[config.mk]
export PLATFORM = sky130hd
export DESIGN_NAME = gray_sync_decoder
export DESIGN_NICKNAME = d
export VERILOG_FILES = /design/src/rtl/gray_sync_decoder.sv
export SDC_FILE = /design/constraint.sdc
export NUM_CORES = 1
export LEC_CHECK = 0
export ABC_AREA = 1
export CORE_ASPECT_RATIO = 0.7
export CORE_MARGIN = 8
export CORE_UTILIZATION = 51
export CTS_BUF_LIST = sky130_fd_sc_hd__clkbuf_8
export DETAILED_ROUTE_END_ITERATION = 10
export PLACE_DENSITY = 0.78
export SKIP_CTS_REPAIR_TIMING = 1
export SYNTH_ARGS = -nofsm -noshare
export SYNTH_HDL_FRONTEND = slang
export SYNTH_SLANG_ARGS = --single-unit
export TNS_END_PERCENT = 100
[constraint.sdc]
create_clock -name clk -period 1.6 [get_ports clk]
set_clock_uncertainty 0.1 [all_clocks]
set_input_delay 0.24 -clock clk [delete_from_list [all_inputs] [get_ports clk]]
set_output_delay 0.24 -clock clk [all_outputs]
set_load 0.005 [all_outputs]
[src/rtl/gray_sync_decoder.sv]
// Synchronizes a Gray-coded count from another clock domain and decodes it to binary.
// Flags single-step direction and counts illegal multi-bit Gray steps.
module gray_sync_decoder #(
  parameter int unsigned WIDTH       = 4,
  parameter int unsigned SYNC_STAGES = 2,
  parameter int unsigned ERR_CNT_W   = 8
) (
  input  logic                 clk,
  input  logic                 rst_n,
  input  logic [WIDTH-1:0]     gray_in,
  input  logic                 err_clr,
  output logic [WIDTH-1:0]     bin_out,
  output logic                 bin_valid,
  output logic                 dir,
  output logic                 step_err,
  output logic [ERR_CNT_W-1:0] err_cnt,
  output logic                 primed
);

  localparam int unsigned CNT_W = 3;

  typedef enum logic [1:0] {FILL, PRIME, RUN} state_t;

  state_t                           state, state_nxt;
  logic [CNT_W-1:0]                 fill_cnt, fill_nxt;
  logic [SYNC_STAGES-1:0][WIDTH-1:0] s;
  logic [WIDTH-1:0]                 sync, sync_bin, diff, bin_inc;
  logic [WIDTH-1:0]                 g_prev, g_prev_nxt, bin_nxt;
  logic                             valid_nxt, dir_nxt, err_nxt, primed_nxt;
  logic [ERR_CNT_W-1:0]             cnt_nxt;
  logic                             d_zero, d_one;

  function automatic logic [WIDTH-1:0] gray2bin(input logic [WIDTH-1:0] g);
    logic [WIDTH-1:0] b;
    b[WIDTH-1] = g[WIDTH-1];
    for (int i = WIDTH - 2; i >= 0; i--) begin
      b[i] = b[i+1] ^ g[i];
    end
    return b;
  endfunction

  assign sync     = s[SYNC_STAGES-1];
  assign sync_bin = gray2bin(sync);
  assign diff     = sync ^ g_prev;
  assign bin_inc  = bin_out + WIDTH'(1);
  // Exactly one bit set <=> nonzero and clearing the lowest set bit leaves zero.
  assign d_zero   = (diff == '0);
  assign d_one    = !d_zero && ((diff & (diff - WIDTH'(1))) == '0);

  // Next-state and output logic.
  always_comb begin
    state_nxt  = state;
    fill_nxt   = fill_cnt;
    bin_nxt    = bin_out;
    g_prev_nxt = g_prev;
    valid_nxt  = 1'b0;
    dir_nxt    = dir;
    primed_nxt = primed;
    err_nxt    = err_clr ? 1'b0 : step_err;
    cnt_nxt    = err_clr ? '0 : err_cnt;
    case (state)
      FILL: begin
        fill_nxt = fill_cnt + CNT_W'(1);
        if (fill_cnt == CNT_W'(SYNC_STAGES - 1)) state_nxt = PRIME;
      end
      PRIME: begin
        bin_nxt    = sync_bin;
        g_prev_nxt = sync;
        primed_nxt = 1'b1;
        state_nxt  = RUN;
      end
      RUN: begin
        if (!d_zero) begin
          bin_nxt    = sync_bin;
          g_prev_nxt = sync;
          valid_nxt  = 1'b1;
          if (d_one) begin
            dir_nxt = (sync_bin == bin_inc);
          end else begin
            // Multi-bit step: resync to the new value; a same-cycle clear loses to the set.
            dir_nxt = 1'b0;
            err_nxt = 1'b1;
            if (cnt_nxt != '1) cnt_nxt = cnt_nxt + ERR_CNT_W'(1);
          end
        end
      end
      default: state_nxt = FILL;
    endcase
  end

  // State, synchronizer chain and output registers.
  always_ff @(posedge clk or negedge rst_n) begin
    if (!rst_n) begin
      state     <= FILL;
      fill_cnt  <= '0;
      s         <= '0;
      g_prev    <= '0;
      bin_out   <= '0;
      bin_valid <= 1'b0;
      dir       <= 1'b0;
      step_err  <= 1'b0;
      err_cnt   <= '0;
      primed    <= 1'b0;
    end else begin
      state     <= state_nxt;
      fill_cnt  <= fill_nxt;
      s         <= {s[SYNC_STAGES-2:0], gray_in};
      g_prev    <= g_prev_nxt;
      bin_out   <= bin_nxt;
      bin_valid <= valid_nxt;
      dir       <= dir_nxt;
      step_err  <= err_nxt;
      err_cnt   <= cnt_nxt;
      primed    <= primed_nxt;
    end
  end

endmodule

==> out/metrics.yaml <==
status: "complete, but fails checks"
violations: "negative setup slack"
grt-ovfl-total: 0
setup_viol: 3
viasPerCell: 5.14
cts.clk_slew.worst_paths_ns: 0.08
r2r_setup_slack_ns: -0.02
netlist.area_leader.share_pct: 48.0
synth_mux_area_share_pct: 0
post-route-period-util_pct: 101
synth-seq-cells: 32
power.density_nw_per_um2: 996
place_congestion: 0.857
cts_made_buffers: 5
vias: 1521
syn_area_per_cell_um2: 7.95
yosys.area_share.xor_xnor_pct: 1.05
worstSetupEndpointType: "flop"
max_stage_delay_ns: 0.36
drt_first_pass_iters: 4
hold_ws_ns: 0.236
grt_pass1_vias: 1287
yosys.cell_types.count: 23
ir_drop_v: 0.000675
layout.nets: 268
clock-root-buffer: "clkbuf_8"
diodes: 0
yosys.area_share.simple_pct: 35.5
rows: 17
tightestPinTransition_ns: 0.398
rsz0062_at_grt: "true"
io_buffers: 22
netlist_area_um2: 1670
syn2layout_area_growth_pct: 38.0
die_h_um: 63.9
fp.coreArea_um2: 3150
dp_slack_ns: -0.407
max_freq_mhz: 619
hold_viol: 0
place_hpwl_um: 2460
synth-main-ff-cell: "dfrtp_1"
grt_antenna_before_repair: 0
crit_fanout: 8
fill_cells: 230
crit_chain: "inv_2 -> nor2_4 -> ha_4 -> nand3_4 -> nor2_4 -> nand3_4 -> nor2_4 -> nand3_4 -> nand3_1"
clk_path_buf_depth: 2
synthTopCellsByArea: "dfrtp_1, nand2_1, inv_1"
worst_slack_ns: -0.0167
worstSkewPairLatency_ns: 0.30
p_total_mw: 2.29
yosysSeqAreaShare_pct: 48.0
cpMaxStageDelayCell: "dfrtp_1"
synth_compound_area_share_pct: 4.57
wire_per_inst_um: 13.5
post_dp_cell_area_um2: 2000
fin_crit_ns: 1.62
register_area_um2: 805
crit_type: "reg2reg"
cts_max_level: 2
fin_util_pct: 73.2
reg2regPathDepth: 9
cts.sinks: 32
tns_ns: -0.0275
cp.arrival_ns: 1.75
wl_um: 4000
yosysWarnings: 0
reg2reg_from: "err_cnt[0]"
dp.cells: 279
drc: 0
synthesis.nets: 221
multiInputGateArea_um2: 852
hp-class: "in2async"
die_area_um2: 5390
leakage_nw: 1.18
synth_edf_count: 0
worst_setup_path_start_kind: "flop"
maxCapViolCount: 0
drt_iter0_drc: 94
track_usage_pct: 12.9
maxSlewViolCount: 0
synthCells: 210
reg2reg_to: "err_cnt[4]"
worstPathRequired_ns: 1.73
drt.antenna.violating_nets: 0
synth_top_area_cell: "dfrtp_1"
drive_above_1_share_pct: 29.1
initial_utilization_pct: 53.0
grt_max_degree: 33
grt_pass1_wl_um: 5640
fin_cells: 296
slew_headroom_pct: 73.5
design_area_um2: 2300
io_pins: 23
synth_top_family_by_area: "simple AND/OR/NAND/NOR gates"
synthAdderAreaFrac_pct: 3.00
cts_tree: "yes"
chipWidth_um: 84.4
async_flop_share_pct: 100
## sequential cells by signal (all words and copies together), names as in the netlist
signal / count
primed: 1
step_err: 1
g_prev: 3
bin_valid: 1
state: 2
sync: 4
bin_out: 4
dir: 1
s: 4
err_cnt: 8
fill_cnt: 3
## worst max-delay path, delay by kind of cell, from the launching register on
| family | cells | cell delay (ns) |
|---|---|---|
| AND/OR/NAND/NOR | 7 | 0.85 |
| adder cells (fa/ha/maj) | 1 | 0.17 |
| flip-flops | 1 | 0.36 |
| buffers and inverters | 1 | 0.06 |
## Yosys cell counts, types with 3 or more instances
cell type and instances:
nand2_1 77, dfrtp_1 32, inv_1 27, nor2_1 18, nand3_1 17, o21ai_2 5, ha_1 4, nand2_2 4
inv_2 3, nand4_1 3
## power breakdown
group	total, mW	switching, mW	internal, mW
registers	0.919	0.0482	0.871
clock network	0.797	0.336	0.461
logic	0.579	0.318	0.260
total	2.29	0.703	1.59
## worst max-delay path by stage
stage / start / end / slack (ns) / cells after the start
4_1_cts: err_clr / err_cnt[4] / -0.11 / 9
3_3_place_gp: err_clr / err_cnt[7] / -0.31 / 9
2_1_floorplan: err_cnt[0] / err_cnt[4] / 0.08 / 9
6_report: err_cnt[0] / err_cnt[4] / -0.02 / 9
5_1_grt: sync[2] / err_cnt[3] / -0.09 / 10
3_5_place_dp: err_clr / err_cnt[7] / -0.41 / 9
## cell usage in the layout, fill, tap and decap left out, drive strengths merged
master	netlist	routed
nand2	84	84
dfrtp	32	32
inv	30	30
nor2	22	22
buf	2	21
clkdlybuf4s50	0	18
nand3	18	18
o21ai	8	8
clkbuf	0	5
ha	4	4
nand4	3	3
dlymetal6s2s	0	3
nand3b	2	2
xor2	2	2
a21oi	2	2
nor3	1	1
clkinv	0	1
clkinvlp	0	1
bufinv	0	1
## area by class of cell
cell class | count | share of cell area (%)
clock buffers | 5 | 2.99
clock inverters | 3 | 1.85
inverters | 30 | 4.89
multi-input cells | 146 | 37.0
flip-flops and latches | 32 | 34.9
well taps | 38 | 2.06
repair buffers | 42 | 16.3
## routing by layer
metal	share of wire, %	vias to the layer above	global-route usage, %
li1	-	743	-
met3	8.1	13	5.48
met2	43	74	18.1
met5	0	-	0
met1	46	691	17.0
met4	3.2	0	5.30
## cell families (layout without fill, tap and decap cells)
group | Yosys count | in the layout
compound gates | 10 | 10
flops | 32 | 32
xor+xnor | 2 | 2
fa+ha+maj | 4 | 4
buf+inv | 32 | 80
simple gates | 130 | 130
Power figures use the tool's default switching activity.
